[src/rtl/nv_nvdla_sdp_nrdma_eg_ro_writer_pkg.sv]
// Shared SDP NRDMA egress definitions: writer state encoding, atom mask bit
// positions and the layout of the DMA read-response payload.
package nv_nvdla_sdp_nrdma_eg_ro_writer_pkg;

    typedef enum logic {
        IDLE = 1'b0,
        RUN  = 1'b1
    } eg_state_t;

    localparam int MASK_LO = 0;
    localparam int MASK_HI = 1;

    // Response payload is {mask[1:0], data[2*aw-1:0]}.
    localparam int PD_DATA_LSB = 0;
    localparam int PD_MASK_W   = 2;

    function automatic int pd_mask_lsb(input int aw);
        return 2 * aw;
    endfunction

endpackage

[src/rtl/nv_nvdla_sdp_nrdma_eg_ro_writer.sv]
// Splits masked 2-atom DMA read-response beats into single atoms and pushes
// them into the ro data FIFO, counting atoms per layer between load and done.
module nv_nvdla_sdp_nrdma_eg_ro_writer
    import nv_nvdla_sdp_nrdma_eg_ro_writer_pkg::*;
#(
    parameter int AW = 256,
    parameter int CW = 13
) (
    input  logic              nvdla_core_clk,
    input  logic              nvdla_core_rst,
    input  logic              op_load,
    input  logic [CW-1:0]     reg2dp_total_atoms,
    input  logic              dma_rd_rsp_pvld,
    output logic              dma_rd_rsp_prdy,
    input  logic [2*AW+1:0]   dma_rd_rsp_pd,
    output logic              rod_wr_pvld,
    input  logic              rod_wr_prdy,
    output logic [AW-1:0]     rod_wr_pd,
    output logic              eg_busy,
    output logic              eg_done
);

    localparam int MASK_LSB = pd_mask_lsb(AW);

    eg_state_t          state;
    eg_state_t          state_nxt;
    logic [CW-1:0]      remain;
    logic [2*AW-1:0]    hold_data_p1;
    logic [1:0]         pending_p1;
    logic               hold_vld_p1;
    logic               done_p1;

    logic [1:0]         rsp_mask;
    logic [2*AW-1:0]    rsp_data;
    logic               sel_hi;
    logic [1:0]         pending_clr;
    logic               push;
    logic               final_push;
    logic               last_push;
    logic               accept;

    assign rsp_mask = dma_rd_rsp_pd[MASK_LSB +: PD_MASK_W];
    assign rsp_data = dma_rd_rsp_pd[PD_DATA_LSB +: 2*AW];

    // Low atom goes first; the high atom is sent once the low bit is gone.
    assign sel_hi      = ~pending_p1[MASK_LO];
    assign pending_clr = sel_hi ? (pending_p1 & ~(2'b1 << MASK_HI))
                                : (pending_p1 & ~(2'b1 << MASK_LO));

    assign push       = hold_vld_p1 & rod_wr_prdy;
    assign final_push = push & (remain == '0);
    assign last_push  = push & ((pending_clr == 2'b00) | final_push);

    // The layer-ending push never takes a new beat, so nothing is lost on
    // the way back to IDLE.
    assign dma_rd_rsp_prdy = (state == RUN) & (~hold_vld_p1 | (last_push & ~final_push));
    assign accept          = dma_rd_rsp_pvld & dma_rd_rsp_prdy;

    always_ff @(posedge nvdla_core_clk or posedge nvdla_core_rst) begin
        if (nvdla_core_rst) begin
            state <= IDLE;
        end else begin
            state <= state_nxt;
        end
    end

    always_comb begin
        state_nxt = state;
        case (state)
            IDLE: if (op_load)    state_nxt = RUN;
            RUN:  if (final_push) state_nxt = IDLE;
            default:              state_nxt = IDLE;
        endcase
    end

    always_ff @(posedge nvdla_core_clk or posedge nvdla_core_rst) begin
        if (nvdla_core_rst) begin
            remain <= '0;
        end else if ((state == IDLE) && op_load) begin
            remain <= reg2dp_total_atoms;
        end else if (push && !final_push) begin
            remain <= remain - 1'b1;
        end
    end

    // Stage p1: hold register presenting one atom per cycle to the FIFO.
    always_ff @(posedge nvdla_core_clk or posedge nvdla_core_rst) begin
        if (nvdla_core_rst) begin
            hold_data_p1 <= '0;
            pending_p1   <= 2'b00;
            hold_vld_p1  <= 1'b0;
        end else if (accept) begin
            hold_data_p1 <= rsp_data;
            pending_p1   <= rsp_mask;
            hold_vld_p1  <= |rsp_mask;
        end else if (push) begin
            pending_p1   <= final_push ? 2'b00 : pending_clr;
            hold_vld_p1  <= ~final_push & (|pending_clr);
        end
    end

    always_ff @(posedge nvdla_core_clk or posedge nvdla_core_rst) begin
        if (nvdla_core_rst) begin
            done_p1 <= 1'b0;
        end else begin
            done_p1 <= final_push;
        end
    end

    assign rod_wr_pvld = hold_vld_p1;
    assign rod_wr_pd   = sel_hi ? hold_data_p1[AW +: AW] : hold_data_p1[0 +: AW];
    assign eg_busy     = (state == RUN);
    assign eg_done     = done_p1;

endmodule

[config.mk]
export PLATFORM = sky130hd
export DESIGN_NAME = nv_nvdla_sdp_nrdma_eg_ro_writer
export DESIGN_NICKNAME = d
export VERILOG_FILES = /design/src/rtl/nv_nvdla_sdp_nrdma_eg_ro_writer_pkg.sv /design/src/rtl/nv_nvdla_sdp_nrdma_eg_ro_writer.sv
export SDC_FILE = /design/constraint.sdc
export NUM_CORES = 1
export LEC_CHECK = 0
export CAP_MARGIN = 20
export CORE_AREA = 2 2 306 308
export DETAILED_ROUTE_END_ITERATION = 8
export DIE_AREA = 0 0 308 310
export GPL_ROUTABILITY_DRIVEN = 0
export MAX_ROUTING_LAYER = met4
export RECOVER_POWER = 100
export SETUP_SLACK_MARGIN = 0.4
export SLEW_MARGIN = 20
export SYNTH_ARGS = -nofsm -noshare
export SYNTH_HDL_FRONTEND = slang
export SYNTH_SLANG_ARGS = --single-unit
[constraint.sdc]
create_clock -name nvdla_core_clk -period 26.8 [get_ports nvdla_core_clk]
set_input_delay 5.36 -clock nvdla_core_clk [delete_from_list [all_inputs] [get_ports nvdla_core_clk]]
set_output_delay 5.36 -clock nvdla_core_clk [all_outputs]
set_load 0.02 [all_outputs]
==> flow_summary_export.csv, run 1 <==
group,metric,value,unit
clocking,cts_sinks,530,
worst_hold_path,whs_path_depth,1,
timing,setup_tns,0,ns
global_route,grt_use_met1,0.1689,
yosys,synthArstFlopShare,1.000,
final_layout,finalNetCount,2812,
floorplanning,start_util,0.2730,
yosys,synth_top_area_cell,"dfrtp_1",
final_layout,syn_to_final_growth,36.01,%
critical_path,path_class,"reg -> out",
global_route,grt.total_usage,0.1524,
clocking,cts_made_buffers,66,
global_route,met2_usage,0.2538,
yosys,synth-edff-count,0,
drt,drc,0,
yosys,ys_ff_latch,530,
global_route,grt_busiest_layer,"met2",
clocking,cts_tree,"done",
floorplanning,rows,112,
yosys,syn-cell-area,25250,sq um
yosys,ys_top_cells_by_count,"dfrtp_1, mux2_4, mux2_2, mux2_1, buf_12",
critical_path,r2r_cells,6,
timing,finClkSkew,0.01601,ns
timing,timing.fmax,62.10,MHz
critical_path,cp-end-kind,"output pin",
yosys,ys_seq_area_frac,0.5253,
drt,ant_nets,0,
critical_path,start_kind,"flop",
final_layout,layout-drive-gt1-share,0.1735,
yosys,synth_warnings,0,
place,portBuffers,791,
yosys,synth-main-ff-cell,"dfrtp_1",
timing,relSlewSlack,-4.356,
floorplanning,ioPinCount,792,
global_route,gr-total-overflow,0,
timing,rsz0062_at_grt,"no",
drt,via_count,15290,
final_layout,finalCoreUtilization,0.3713,
timing,max_slew.worst_pin.slew,8.034,ns
clocking,clk_pin_slew,0.06,ns
global_route,antenna_found_initial,16,
yosys,synth_cell_types,48,
critical_path,critical_path.max_fanout,131,
yosys,synth.avg_cell_area,16.89,sq um
floorplanning,die-area,95480,sq um
worst_hold_path,hold_start,"hold_data_p1[474]",
drt,wl,71560,um
critical_path,crit_arrival,10.74,ns
critical_path,cp.required,21.44,ns
drt,vias_per_cell,4.324,
clocking,cts-htree-levels,3,
global_route,grt_pass1_vias,17250,
timing,min_period,16.10,ns
run_status,status,"finished with violations",
drt,wl_per_cell,20.24,um
global_route,grt_max_degree,132,
yosys,syn-num-nets,2029,
floorplanning,die_w,308,um
floorplanning,die_h,310,um
timing,finalSetupViolations,0,
yosys,synth_top_area_frac,0.5253,
place,dp_hpwl,51880,um
drt,first_pass_iters,4,
timing,slew_violations,1181,
job,cap_violations,17,
global_route,grt_use_met3,0.04965,
final_layout,fillers,9002,
yosys,syn_inst,1495,
power,power_density,89.20,nW/um^2
clocking,postCtsHoldBufs,0,
critical_path,r2r-end,"hold_data_p1[219]",
yosys,ys_top_cells_by_area,"dfrtp_1, mux2_4, mux2_2, buf_12, mux2_1",
run_status,violations,"capacitance limit, slew limit",
worst_hold_path,hold_path.class,"reg -> reg",
critical_path,r2r-start,"pending_p1[0]",
timing,report.final.hold_viol_count,0,
drt,drt_iter0_drc,589,
floorplanning,fp.coreArea,92490,sq um
yosys,yosys.cell_count.top_type,"dfrtp_1",
critical_path,r2r_slack,13.90,ns
clocking,insertion_delay,0.61,ns
global_route,grt_pass1_wl,108400,um
clocking,post-cts-setup-buffers,0,
clocking,cts.path.max_buffers,3,
timing,post-route-period-util,0.6009,
power,power_leakage,0.01382,uW
power,ir_drop,0.05219,mV
worst_hold_path,hold_path_end,"hold_data_p1[474]",
clocking,ctsResizeCount,0,
clocking,clockRootBuffer,"clkbuf_16",
worst max-delay path: stages, from the launching register on:
cell and delay (ns):
dfrtp_1 2.49, clkbuf_1 5.61, mux2_2 0.89, dlygate4sd3_1 0.78
worst max-delay path by stage:
stage,start,endpoint,cells past startpoint
2_1_floorplan,nvdla_core_rst,eg_busy,1
3_3_place_gp,rod_wr_prdy,dma_rd_rsp_prdy,5
3_5_place_dp,rod_wr_prdy,dma_rd_rsp_prdy,5
4_1_cts,rod_wr_prdy,dma_rd_rsp_prdy,5
5_1_grt,pending_p1[0],rod_wr_pd[142],3
6_report,pending_p1[0],rod_wr_pd[179],3
logic make-up (layout without fill, tap and decap cells):
group	count (synthesis)	in the layout	synth area share
other	0	16	0
XOR/XNOR	1	1	0.0003470
AO/OA/AOI/OAI	35	35	0.01001
buffers and inverters	100	928	0.04812
AND/OR/NAND/NOR	57	57	0.01239
multiplexers	770	770	0.4028
adder cells (fa/ha/maj)	2	2	0.0009910
flip-flops	530	530	0.5253
registers in the layout, indices dropped and copies added (netlist names):
signal        flops
remain           13
eg_busy           1
pending_p1        2
rod_wr_pvld       1
hold_data_p1    512
eg_done           1
metal layers:
metal	share of wire	vias up	wire, um
li1	-	6964	-
met5	0	-	0
met4	0.035	0	2487
met2	0.51	542	36550
met1	0.38	7643	27040
met3	0.077	140	5487
metrics by stage:
stage	power (uW)	hold slack [ns]	worst slack [ns]	instances	area, sq um
after floorplan	1879	0.4585	6.630	1495	25250
final	3063	0.4846	10.70	3536	34340
after CTS	3292	0.4898	14.25	3520	35840
after global placement	2320	0.4697	14.21	3407	33640
after global routing	3231	0.5013	9.613	3534	34330
after detailed placement	2342	0.4775	14.26	3407	33640
where the power goes:
part           leakage, uW  internal (uW)  switching [uW]
logic              0.00656            552             467
registers          0.00618           1010             122
clock network      0.00109            565             351
layout make-up:
| class | instances | area [sq um] | area share |
|---|---|---|---|
| antenna | 16 | 40.04 | 0.001166 |
| clock inverter | 18 | 280.3 | 0.008162 |
| timing repair buffer | 808 | 7996 | 0.2329 |
| inverter | 7 | 27.53 | 0.0008016 |
| tap | 1197 | 1498 | 0.04362 |
| sequential | 530 | 13260 | 0.3862 |
| multi-input combinational | 865 | 9309 | 0.2711 |
| clock buffer | 95 | 1924 | 0.05604 |
layout by cell type (no fill, tap or decap), types with 14 or more instances in the layout:
| cell type | netlist | final |
|---|---|---|
| clkdlybuf4s50_1 | 0 | 560 |
| dfrtp_1 | 530 | 530 |
| mux2_1 | 60 | 475 |
| mux2_2 | 308 | 279 |
| dlygate4sd3_1 | 0 | 231 |
| clkbuf_16 | 0 | 69 |
| clkbuf_1 | 33 | 30 |
| diode_2 | 0 | 16 |
| nor2_1 | 15 | 15 |
| mux2_4 | 400 | 14 |
(Power assumes the default switching activity.)
==> run 2, diff against run 1 <==
==> constraint.sdc (replaced) <==
create_clock -name nvdla_core_clk -period 16.15 [get_ports nvdla_core_clk]
set_input_delay 3.23 -clock nvdla_core_clk [delete_from_list [all_inputs] [get_ports nvdla_core_clk]]
set_output_delay 3.23 -clock nvdla_core_clk [all_outputs]
set_load 0.02 [all_outputs]
==> run 2 against run 1 <==
Against the previous run: the flow still finishes with violations (capacitance limit, slew limit); combinational power is 63% higher; cell area barely moved; clock power rose by 63%; first-iteration DRC count is 31% higher; cell count barely moved; sequential power rose by 65%; routed wire length down 0.53%; count of clock-buffer cells in the layout fell by 7; critical path type is now in -> reg; largest cell class unchanged; largest power group unchanged; highest routed layer unchanged.
==> flow_summary_export.csv, run 2 (synthesis results as in run 1) <==
group,metric,value,unit
critical_path,crit_arrival,11.34,ns
clocking,ctsResizeCount,0,
clocking,clk_pin_slew,0.06,ns
drt,vias_per_cell,4.323,
critical_path,cp-end-kind,"flop",
clocking,cts.path.max_buffers,3,
timing,worst_slack,5.287,ns
timing,min_period,10.86,ns
global_route,grt.total_usage,0.1492,
floorplanning,die-area,95480,sq um
timing,setup_tns,0,ns
job,cap_violations,10,
clocking,cts-htree-levels,3,
place,place_inst,3408,
clocking,cts_tree,"done",
final_layout,fin_cells,3534,
final_layout,final_common_cell,"clkdlybuf4s50_1",
clocking,cts_sinks,530,
final_layout,syn_to_final_growth,36.04,%
power,power_density,146.0,nW/um^2
run_status,violations,"capacitance limit, slew limit",
drt,wl,71180,um
timing,slew_violations,604,
critical_path,cp.required,16.63,ns
critical_path,path_class,"in -> reg",
final_layout,final_cell_mix,"clkdlybuf4s50_1, dfrtp_1, mux2_1, mux2_2, dlygate4sd3_1",
timing,relSlewSlack,-1.948,
drt,wl_per_cell,20.14,um
place,portBuffers,791,
timing,post-route-period-util,0.6727,
global_route,antenna_found_initial,5,
place,dp_hpwl,51320,um
global_route,grt_max_degree,163,
clocking,post-cts-setup-buffers,0,
drt,via_count,15280,
drt,drc,0,
floorplanning,start_util,0.2730,
final_layout,fillers,9021,
critical_path,start_kind,"input port",
final_layout,largest_reg_flops,512,
global_route,grt_pass1_wl,106100,um
timing,max_slew.worst_pin.slew,4.422,ns
clocking,clockRootBuffer,"clkbuf_16",
floorplanning,ioPinCount,792,
clocking,insertion_delay,0.61,ns
global_route,grt_pass1_vias,17180,
power,power_leakage,0.01383,uW
place,place_ws,7.924,ns
timing,report.final.hold_viol_count,0,
floorplanning,fp.coreArea,92490,sq um
critical_path,critical_path.max_fanout,61,
timing,rsz0062_at_grt,"no",
worst_hold_path,hold_path.class,"reg -> reg",
floorplanning,die_w,308,um
final_layout,top_register,"hold_data_p1",
drt,first_pass_iters,4,
timing,finClkSkew,0.02157,ns
final_layout,layout-drive-gt1-share,0.1859,
clocking,postCtsHoldBufs,0,
global_route,gr-total-overflow,0,
final_layout,finalNetCount,2813,
drt,ant_nets,0,
power,ir_drop,0.08372,mV
place,placed_cell_area,33670,sq um
timing,timing.fmax,92.05,MHz
timing,finalSetupViolations,0,
clocking,cts_made_buffers,66,
floorplanning,rows,112,
run_status,status,"finished with violations",
final_layout,final_cell_area,34350,sq um
drt,drt_iter0_drc,772,
floorplanning,die_h,310,um
final_layout,reg_top3,"hold_data_p1 x512, remain x13, pending_p1 x2",
run 2: area by class of cell:
cell class,count,area [sq um],share of cell area
flip-flops and latches,530,13260,0.3861
well taps,1197,1498,0.04361
multi-input cells,865,9290,0.2705
clock inverters,30,317.8,0.009253
inverters,7,27.53,0.0008014
clock buffers,88,1866,0.05431
repair buffers,809,8065,0.2348
diodes,8,20.02,0.0005829
run 2: final timing paths:
check	startpoint	endpoint	slack (ns)	cells after the start
max in group asynchronous	nvdla_core_rst	hold_data_p1[480]	6.53	5
min reg2reg	hold_data_p1[92]	hold_data_p1[92]	0.48	1
max	rod_wr_prdy	hold_data_p1[214]	5.29	8
min in group asynchronous	nvdla_core_rst	hold_data_p1[77]	3.40	2
max reg2reg	remain[0]	hold_data_p1[214]	7.00	9
min	hold_data_p1[92]	hold_data_p1[92]	0.48	1
run 2: worst max-delay path: stages:
cell	delay, ns
dlygate4sd3_1	0.61
a21bo_2	0.24
a21oi_1	0.11
o21ai_4	0.08
clkbuf_1	2.45
clkbuf_1	1.96
clkbuf_1	2.07
mux2_2	0.47
run 2: power breakdown:
part / total (uW) / switching, uW / leakage (uW) / internal, uW
logic: 1660 / 785 / 0.00656 / 877
registers: 1860 / 195 / 0.00618 / 1670
clock network: 1490 / 595 / 0.00109 / 895
total: 5010 / 1570 / 0.0138 / 3440
run 2: per-stage QoR:
| stage | total power (uW) | utilization | hold slack, ns |
|---|---|---|---|
| after floorplan | 3118 | - | 0.4585 |
| after global placement | 3842 | 0.3640 | 0.4703 |
| after detailed placement | 3885 | 0.3640 | 0.4767 |
| after CTS | 5435 | 0.3876 | 0.4916 |
| after global routing | 5288 | 0.3713 | 0.4997 |
| final | 5015 | 0.3714 | 0.4840 |
run 2: per-layer routing:
layer	GRT usage	share of wire
met2	0.2548	0.53
met4	0.05377	0.023
met3	0.04482	0.071
met5	-	0
met1	0.1646	0.38
